<file path="src/rtl/vm_credit_ledger_if.sv">
// Bus between the vending-machine credit ledger and its neighbours:
// coin/select/return requests in, credit and one-cycle pulses out.
interface vm_credit_ledger_if #(
  parameter int NUM_COINS  = 3,
  parameter int NUM_ITEMS  = 4,
  parameter int TOTAL_BITS = 31
);
  logic [NUM_COINS-1:0]  i_input_coin;
  logic [NUM_ITEMS-1:0]  i_select_item;
  logic [NUM_COINS-1:0]  i_return_req;
  logic [TOTAL_BITS-1:0] current_total;
  logic [NUM_ITEMS-1:0]  o_available_item;
  logic [NUM_ITEMS-1:0]  o_output_item;
  logic [NUM_COINS-1:0]  o_return_coin;
  logic                  o_coin_reject;

  modport master (
    output i_input_coin, i_select_item, i_return_req,
    input  current_total, o_available_item, o_output_item, o_return_coin, o_coin_reject
  );

  modport slave (
    input  i_input_coin, i_select_item, i_return_req,
    output current_total, o_available_item, o_output_item, o_return_coin, o_coin_reject
  );
endinterface

</file>
<file path="src/rtl/vm_credit_ledger.sv">
// Credit ledger for the vending machine: accumulates coins, vends against
// credit and stock, and pays out coin returns requested by the timer stage.
module vm_credit_ledger #(
  parameter int NUM_COINS  = 3,
  parameter int NUM_ITEMS  = 4,
  parameter int TOTAL_BITS = 31,
  parameter int MAX_TOTAL  = 100000,
  parameter int STOCK_INIT = 5
) (
  input  logic             clk,
  input  logic             reset_n,
  vm_credit_ledger_if.slave bus
);

  localparam int W = TOTAL_BITS + 1;

  function automatic logic [W-1:0] coin_value(input int idx);
    case (idx)
      0:       coin_value = W'(100);
      1:       coin_value = W'(500);
      default: coin_value = W'(1000);
    endcase
  endfunction

  function automatic logic [W-1:0] item_price(input int idx);
    case (idx)
      0:       item_price = W'(400);
      1:       item_price = W'(500);
      2:       item_price = W'(1000);
      default: item_price = W'(2000);
    endcase
  endfunction

  logic [7:0]           stock_q [NUM_ITEMS];
  logic [NUM_ITEMS-1:0] sel_q;
  logic [NUM_ITEMS-1:0] avail;
  logic [NUM_ITEMS-1:0] vend_req;
  logic [NUM_ITEMS-1:0] vend_hot;
  logic                 vend_found;
  logic [W-1:0]         total_ext;
  logic [W-1:0]         vend_price;
  logic [W-1:0]         rem_after_vend;
  logic [W-1:0]         ret_val;
  logic                 ret_ok;
  logic [W-1:0]         rem_after_ret;
  logic [W-1:0]         coin_sum;
  logic                 coin_reject;
  logic [W-1:0]         next_total;

  assign total_ext = {1'b0, bus.current_total};
  assign vend_req  = bus.i_select_item & ~sel_q;

  always_comb begin
    avail = '0;
    for (int k = 0; k < NUM_ITEMS; k++)
      avail[k] = (item_price(k) <= total_ext) && (stock_q[k] != 8'd0);
  end

  assign bus.o_available_item = avail;

  // Vend first, then the return against what is left, then coin acceptance.
  always_comb begin
    vend_hot   = '0;
    vend_found = 1'b0;
    vend_price = '0;
    for (int k = 0; k < NUM_ITEMS; k++) begin
      if (!vend_found && vend_req[k] && avail[k]) begin
        vend_found  = 1'b1;
        vend_hot[k] = 1'b1;
        vend_price  = item_price(k);
      end
    end
    rem_after_vend = total_ext - vend_price;

    ret_val = '0;
    for (int c = 0; c < NUM_COINS; c++)
      if (bus.i_return_req[c]) ret_val = coin_value(c);
    ret_ok        = $onehot(bus.i_return_req) && (ret_val <= rem_after_vend);
    rem_after_ret = ret_ok ? rem_after_vend - ret_val : rem_after_vend;

    coin_sum = '0;
    for (int c = 0; c < NUM_COINS; c++)
      if (bus.i_input_coin[c]) coin_sum = coin_sum + coin_value(c);
    coin_reject = (coin_sum != '0) && ((rem_after_ret + coin_sum) > W'(MAX_TOTAL));
    next_total  = coin_reject ? rem_after_ret : rem_after_ret + coin_sum;
  end

  always_ff @(posedge clk or negedge reset_n) begin
    if (!reset_n) begin
      bus.current_total <= '0;
      bus.o_output_item <= '0;
      bus.o_return_coin <= '0;
      bus.o_coin_reject <= 1'b0;
      sel_q             <= '0;
      for (int k = 0; k < NUM_ITEMS; k++) stock_q[k] <= 8'(STOCK_INIT);
    end else begin
      bus.current_total <= next_total[TOTAL_BITS-1:0];
      bus.o_output_item <= vend_hot;
      bus.o_return_coin <= ret_ok ? bus.i_return_req : '0;
      bus.o_coin_reject <= coin_reject;
      sel_q             <= bus.i_select_item;
      // A vended item was available, so its counter is nonzero here.
      for (int k = 0; k < NUM_ITEMS; k++)
        if (vend_hot[k]) stock_q[k] <= stock_q[k] - 8'd1;
    end
  end

endmodule

</file>
<file path="src/flat_wrapper.sv">
// flat-port wrapper written by rule: the top's interface ports become plain ports
module vm_credit_ledger_flat 
#(
  parameter int NUM_COINS  = 3,
  parameter int NUM_ITEMS  = 4,
  parameter int TOTAL_BITS = 31,
  parameter int MAX_TOTAL  = 100000,
  parameter int STOCK_INIT = 5
)
  (clk, reset_n, bus_i_input_coin, bus_i_select_item, bus_i_return_req, bus_current_total, bus_o_available_item, bus_o_output_item, bus_o_return_coin, bus_o_coin_reject);
  vm_credit_ledger_if #(.NUM_COINS(NUM_COINS), .NUM_ITEMS(NUM_ITEMS), .TOTAL_BITS(TOTAL_BITS)) bus_i ();
  input  logic clk;
  input  logic reset_n;
  input wire logic [$bits(bus_i.i_input_coin)-1:0] bus_i_input_coin;
  input wire logic [$bits(bus_i.i_select_item)-1:0] bus_i_select_item;
  input wire logic [$bits(bus_i.i_return_req)-1:0] bus_i_return_req;
  output wire logic [$bits(bus_i.current_total)-1:0] bus_current_total;
  output wire logic [$bits(bus_i.o_available_item)-1:0] bus_o_available_item;
  output wire logic [$bits(bus_i.o_output_item)-1:0] bus_o_output_item;
  output wire logic [$bits(bus_i.o_return_coin)-1:0] bus_o_return_coin;
  output wire logic [$bits(bus_i.o_coin_reject)-1:0] bus_o_coin_reject;
  assign bus_i.i_input_coin = bus_i_input_coin;
  assign bus_i.i_select_item = bus_i_select_item;
  assign bus_i.i_return_req = bus_i_return_req;
  assign bus_current_total = bus_i.current_total;
  assign bus_o_available_item = bus_i.o_available_item;
  assign bus_o_output_item = bus_i.o_output_item;
  assign bus_o_return_coin = bus_i.o_return_coin;
  assign bus_o_coin_reject = bus_i.o_coin_reject;
  vm_credit_ledger #(.NUM_COINS(NUM_COINS), .NUM_ITEMS(NUM_ITEMS), .TOTAL_BITS(TOTAL_BITS), .MAX_TOTAL(MAX_TOTAL), .STOCK_INIT(STOCK_INIT)) u_core (.clk(clk), .reset_n(reset_n), .bus(bus_i));
endmodule
</file>
<file path="config.mk">
export PLATFORM = sky130hd
export DESIGN_NAME = vm_credit_ledger_flat
export DESIGN_NICKNAME = d
export VERILOG_FILES = /design/src/rtl/vm_credit_ledger_if.sv /design/src/rtl/vm_credit_ledger.sv /design/src/flat_wrapper.sv
export SDC_FILE = /design/constraint.sdc
export NUM_CORES = 1
export LEC_CHECK = 0
export ABC_CLOCK_PERIOD_IN_PS = 13600
export CAP_MARGIN = 40
export CORE_MARGIN = 1
export CORE_UTILIZATION = 60
export CTS_CLUSTER_SIZE = 28
export DETAILED_ROUTE_END_ITERATION = 10
export GPL_ROUTABILITY_DRIVEN = 0
export PLACE_DENSITY = 0.85
export SYNTH_ARGS = -nofsm -noshare
export SYNTH_HDL_FRONTEND = slang
export SYNTH_SLANG_ARGS = --single-unit
</file>
<file path="constraint.sdc">
create_clock -name clk -period 13.6 [get_ports clk]
set_input_delay 2.04 -clock clk [delete_from_list [all_inputs] [get_ports clk]]
set_output_delay 2.04 -clock clk [all_outputs]
set_load 0.01 [all_outputs]
</file>
### Word level (Yosys, flattened, before mapping)

Index checks and enable logic that the tools add are counted.

| storage, ports and cells | value |
|---|---|
| bits in registers | 75 |
| input port bits | 12 |
| logic and storage cells | 71 |

| cells by class | value |
|---|---|
| $add $sub $neg | 11 |
| magnitude comparators | 6 |
| eq/ne operators | 1 |
| muxes and demuxes | 21 |
| bitwise operators | 2 |
| reductions and logical operators | 21 |

Operator list:

| operator | count |
|---|---|
| $mux W32 | 5 |
| $add A32 B32 Y32 | 2 |
| $le A9 B31 Y1 const A | 2 |
| $add A7 B32 Y32 | 1 |
| $gt A32 B17 Y1 const B | 1 |
| $le A10 B32 Y1 | 1 |
| $reduce_bool A32 Y1 | 1 |
| $reduce_bool A8 Y1 | 4 |
| $sub A31 B11 Y32 | 1 |
| $sub A32 B10 Y32 | 1 |
| $sub A8 B1 Y8 const B | 4 |
| $le A10 B31 Y1 const A | 1 |
| $le A11 B31 Y1 const A | 1 |
| $mux W31 | 1 |
| $mux W9 | 3 |
| $mux W10 | 2 |
| $mux W7 | 2 |
| $logic_and A1 B1 Y1 | 13 |
| $mux W11 | 1 |
| $mux W1 | 6 |
| $and A4 B4 Y4 | 1 |
| $not A4 Y4 | 1 |
| $logic_not A1 Y1 | 3 |
| $mux W3 | 1 |
| other kinds (3) | 3 |

### Longest topological paths before layout

| depth | value |
|---|---|
| word-level depth | 24 |
| gate-level depth with buffers | 48 |
| depth with buffers taken out | 44 |

### Worst setup path after synthesis

No wires, ideal clock.

| timing | value |
|---|---|
| kind | input -> register |
| start point | in bus_i_select_item[0] |
| end point | reg u_core.bus.current_total[28] |
| library setup time | 0.079 ns |
| arrival time | 10.794 ns |
| path slack | 2.727 ns |
| cell stages on the path | 43 |
| path through | nor3b_1 > o21ai_2 > clkbuf_1 > nand2_1 > nor3_1 > inv_1 > ha_1 > clkbuf_1 > a211o_1 > nor4b_1 > nand2_1 > or3_1 > or3_1 > a211oi_1 > xnor2_1 > nand4b_1 > a211oi_2 > clkbuf_1 > (+7 left out) > nor2_1 > nor2_1 > o21bai_1 > a21oi_1 > o21bai_1 > a21oi_1 > nor2b_1 > nor2_1 > or4_1 > buf_2 > or3_1 > mux2_2 > o21ai_1 > nand4_1 > o21a_1 > buf_6 > nor4_1 > xor2_1 |

| on the way | value |
|---|---|
| word-level cells in the longest chain between the ends | 23 |
| elaborated cells between the ends (all ways) | 27 |

RTL lines:

| item | line | text |
|---|---|---|
| from (decl) | flat_wrapper.sv:15 | `input wire logic [$bits(bus_i.i_select_item)-1:0] bus_i_select_item;` |
| $and A4 B4 Y4 * | vm_credit_ledger.sv:51 | `assign vend_req = bus.i_select_item & ~sel_q;` |
| $logic_and A1 B1 Y1 * | vm_credit_ledger.sv:67 | `if (!vend_found && vend_req[k] && avail[k]) begin` |
| $mux W1 | vm_credit_ledger.sv:67 |  |
| $logic_not A1 Y1 | vm_credit_ledger.sv:67 |  |
| $logic_and A1 B1 Y1 (2 in series) | vm_credit_ledger.sv:67 |  |
| $mux W1 | vm_credit_ledger.sv:67 |  |
| $logic_not A1 Y1 | vm_credit_ledger.sv:67 |  |
| $logic_and A1 B1 Y1 (2 in series) | vm_credit_ledger.sv:67 |  |
| (+6 left out) | n/a |  |
| $le A10 B32 Y1 | vm_credit_ledger.sv:78 | `ret_ok = $onehot(bus.i_return_req) && (ret_val <= rem_after_vend);` |
| $logic_and A1 B1 Y1 | vm_credit_ledger.sv:78 |  |
| $mux W32 * | vm_credit_ledger.sv:79 | `rem_after_ret = ret_ok ? rem_after_vend - ret_val : rem_after_vend;` |
| $add A32 B32 Y32 | vm_credit_ledger.sv:84 | `coin_reject = (coin_sum != '0) && ((rem_after_ret + coin_sum) > W'(MAX_TOTAL));` |
| $gt A32 B17 Y1 | vm_credit_ledger.sv:84 |  |
| $logic_and A1 B1 Y1 | vm_credit_ledger.sv:84 |  |
| $mux W31 * | vm_credit_ledger.sv:85 | `next_total = coin_reject ? rem_after_ret : rem_after_ret + coin_sum;` |
| net u_core.next_total[28] | vm_credit_ledger.sv:48 | `logic [W-1:0] next_total;` |
| to (signal assigned) | vm_credit_ledger.sv:97 | `bus.current_total <= next_total[TOTAL_BITS-1:0];` |
| to (decl) | vm_credit_ledger_if.sv:24 | `output current_total, o_available_item, o_output_item, o_return_coin, o_coin_reject` |

Mark *: on every way through the listed nets, which the timed path passes. The rest lies on a longest branch.
A chain may end at the register's enable or synchronous reset.

### Worst setup path after layout

| timing | value |
|---|---|
| start point | in bus_i_select_item[1] |
| end point | reg u_core.bus.current_total[14] |

| on the way | value |
|---|---|
| word-level cells in the longest chain between the ends | 20 |
| elaborated cells between the ends (all ways) | 23 |

RTL lines:

| item | line |
|---|---|
| $and A4 B4 Y4 * | vm_credit_ledger.sv:51 |
| $logic_and A1 B1 Y1 * (2 in series) | vm_credit_ledger.sv:67 |
| $mux W1 | vm_credit_ledger.sv:67 |
| $logic_not A1 Y1 | vm_credit_ledger.sv:67 |
| $logic_and A1 B1 Y1 (2 in series) | vm_credit_ledger.sv:67 |
| $mux W1 | vm_credit_ledger.sv:67 |
| $logic_not A1 Y1 | vm_credit_ledger.sv:67 |
| $logic_and A1 B1 Y1 (2 in series) | vm_credit_ledger.sv:67 |
| (+2 left out) | n/a |
| $le A10 B32 Y1 | vm_credit_ledger.sv:78 |
| $logic_and A1 B1 Y1 | vm_credit_ledger.sv:78 |
| $mux W32 * | vm_credit_ledger.sv:79 |
| $add A32 B32 Y32 | vm_credit_ledger.sv:84 |
| $gt A32 B17 Y1 | vm_credit_ledger.sv:84 |
| $logic_and A1 B1 Y1 | vm_credit_ledger.sv:84 |
| $mux W31 * | vm_credit_ledger.sv:85 |
| net u_core.next_total[14] | vm_credit_ledger.sv:48 |

Marks and branches as above.

==> key figures <==
Status
  • Status: finished, final reports clean

Logic synthesis
  • Sequential fraction of the synthesis area: 0.271
  • Avg Cell Area, Syn: 8.43 um^2
  • #FFs+latches synth: 73
  • Post-synth ARST share: 1.00
  • Mapped Area: 6790 um^2
  • Total number of yosys warnings: 0
  • Number of synthesized flops with an enable pin: 0
  • Area leader, netlist: dfrtp_1
  • Largest cells by area after synthesis: dfrtp_1 24%, xnor2_1 7.9%, ha_1 6.6%, xor2_1 4.9%, nor2_1 4.3%
  • Synth cell types: 74
  • Post-synth top area share: 0.240
  • Top_reg_cell synth: dfrtp_1
  • Mapped Cells: 805

Placement
  • Pre-CTS setup slack: 1410 ps
  • Port Buf Inserts: 52
  • Final HPWL DP: ~15 mm

Worst setup path
  • Worst Setup End Kind: flop
  • Setup CP Type: primary input to flop
  • Worst path arrival time: 12250 ps
  • CP peak stage delay: 570 ps
  • Crit path buf inv count: 4
  • Worst-path fanout max: 21
  • Crit path launch type: primary input
  • Max stage delay cell, worst path: nor4_4
  • Req. time, crit path: roughly 14000 ps
  • Delay-heaviest family, CP: simple AND/OR/NAND/NOR gates

Detailed routing
  • Drt pass-1 iters: 5
  • Routed vias/inst: 6.51
  • Vias: around 6500
  • Drc violations: 0
  • Detailed Route WL: 19.0 mm
  • WL per Instance: roughly 19 um
  • DR iter-0 viols: 583
  • Final ANT Viol Nets: 0

Timing
  • Max-slew headroom: 0.436
  • Fmax: around 83 MHz
  • RSZ-0062 raised after global routing: false
  • Max Clock Skew: about 5.4 ps
  • Setup violations, final: 0
  • Slew Viols, Final: 0
  • Worst-margin pin slew: around 840 ps
  • Number of hold violations in the final report: 0
  • Crit path time final: 12030 ps
  • Period utilization: 0.885
  • Setup TNS: 0 ps
  • Final WS setup: 1570 ps

Power
  • Leak: 3.05 nW
  • PwrDens: about 250 nW/um^2
  • Worst vdd ir: 0.242 mV

Global routing
  • Number of global-route vias before repair: around 6500
  • Global-route usage over all layers: 0.342
  • Gr ovfl total: 0
  • Initial antenna violation count: 0
  • First-pass GRT wire length: roughly 31 mm
  • Largest net degree at the start of global routing: between 40 and 50

CTS
  • CTS Hold Bufs: 0
  • Post-CTS Setup Inserts: 0
  • CTS sink cnt: 73
  • CTS Buf Count: 9
  • Cts repair resizes: 0
  • Htree depth: 3
  • Clock buffer depth: 2
  • Skew-Pair Late Insertion Delay: around 350 ps
  • Worst-path clk slew: about 60 ps
  • Root Buffer: clkbuf_16
  • CTS tree: yes

Cells and area
  • Most common cell after layout, fill and taps aside: nor2_1
  • Most frequent cells in the layout: 78 x nor2_1, 66 x nand2_1, 65 x dfrtp_1
  • Nets: ~900
  • ANT cells: 0
  • Layout cells sized above 1: 0.0841
  • Synth-to-Final Area Change: 14.0%

Die
  • Die X: 108 um
  • Starting Density: 0.621
  • Die area: between 10000 and 15000 um^2
  • Site row count: 38
  • Vert. Die Dim: 108 um
  • Total core area: 10900 um^2
  • I/O pin cnt: 55

Hold path
  • Worst min-delay path category: flop to flop

Job
  • Max-cap violations: 0
==> metrics by stage <==
step / hold WS [ps] / instance area (um^2) / util / total power [mW] / cells
after floorplan: 434 / 6790 / - / 1.30 / 806
after global placement: 449 / 7360 / 0.673 / 1.57 / 976
after detailed placement: 452 / 7410 / 0.678 / 1.64 / 980
after CTS: 462 / 7730 / 0.707 / 1.91 / 996
after global routing: 489 / 7730 / 0.707 / 2.08 / 996
final: 460 / 7730 / 0.707 / 1.94 / 996
==> sequential cells by signal, summed over array words and instances, names as in the netlist <==
register and cells:
u_core.sel_q 4, u_core.bus.o_return_coin 3, u_core.stock_q 32, u_core.bus.o_coin_reject 1, u_core.bus.o_output_item 4, u_core.bus.current_total 29
==> synthesized netlist by cell type (all sizes together), types with 9 or more instances <==
master,instances
nand3,18
xor2,39
and2,9
buf,15
or3,24
nor3,35
a211oi,18
o21ai,32
dfrtp,65
nor4,26
ha,36
nor2,78
xnor2,61
nor2b,10
or4,9
mux2i,9
nand2,66
nand2b,14
nand4,16
inv,39
a21oi,34
mux2,14
==> final timing paths <==
path / to / cells after the start / startpoint / slack, ps
max: u_core.bus.current_total[14]$_DFF_PN0_ / 40 / bus_i_select_item[1] / 1570
min: u_core.stock_q[13]$_DFFE_PN0P_ / 1 / u_core.stock_q[13]$_DFFE_PN0P_ / 460
max reg2reg: u_core.bus.current_total[14]$_DFF_PN0_ / 41 / u_core.bus.current_total[25]$_DFF_PN0_ / 1850
min reg2reg: u_core.stock_q[13]$_DFFE_PN0P_ / 1 / u_core.stock_q[13]$_DFFE_PN0P_ / 460
max in group asynchronous: u_core.stock_q[2]$_DFFE_PN1P_ / 2 / reset_n / 11330
min in group asynchronous: u_core.stock_q[22]$_DFFE_PN0P_ / 1 / reset_n / 1630
==> power by group <==
| part | internal, mW | leakage, nW | switching (mW) |
|---|---|---|---|
| clock | 0.160 | 0.155 | 0.0967 |
| combinational | 0.517 | 2.02 | 0.728 |
| sequential | 0.309 | 0.874 | 0.128 |
==> worst register-to-register path: cells and delay by family, from the launching register on <==
| family | cells | cell delay (ps) |
|---|---|---|
| flops | 1 | 440 |
| mux | 4 | 1060 |
| fa+ha+maj | 3 | 1130 |
| xor+xnor | 1 | 110 |
| compound gates | 12 | 3030 |
| buf+inv | 3 | 590 |
| simple gates | 18 | 5260 |
==> area by class of cell <==
class	count	area, um^2
flip-flops and latches	73	1840
repair buffers	57	583
clock buffers	9	225
clock inverters	7	95.1
inverters	39	146
multi-input cells	671	4670
fillers	873	3200
well taps	140	175
==> layer usage <==
metal	global-route usage	vias up	wire, um	part of all wire
li1	-	3021	-	-
met1	0.421	3025	7460	0.39
met2	0.572	352	9040	0.48
met3	0.0488	84	1650	0.087
met4	0.195	0	830	0.044
met5	0	-	0	0
==> cells by family after synthesis <==
group           share of synthesized area
compound gates                      0.166
xor+xnor                            0.130
fa+ha+maj                          0.0782
buf+inv                            0.0415
flops                               0.271
mux                                0.0371
other cells                      0.000553
simple gates                        0.276
Note: power is estimated with default switching activity, not from simulation.
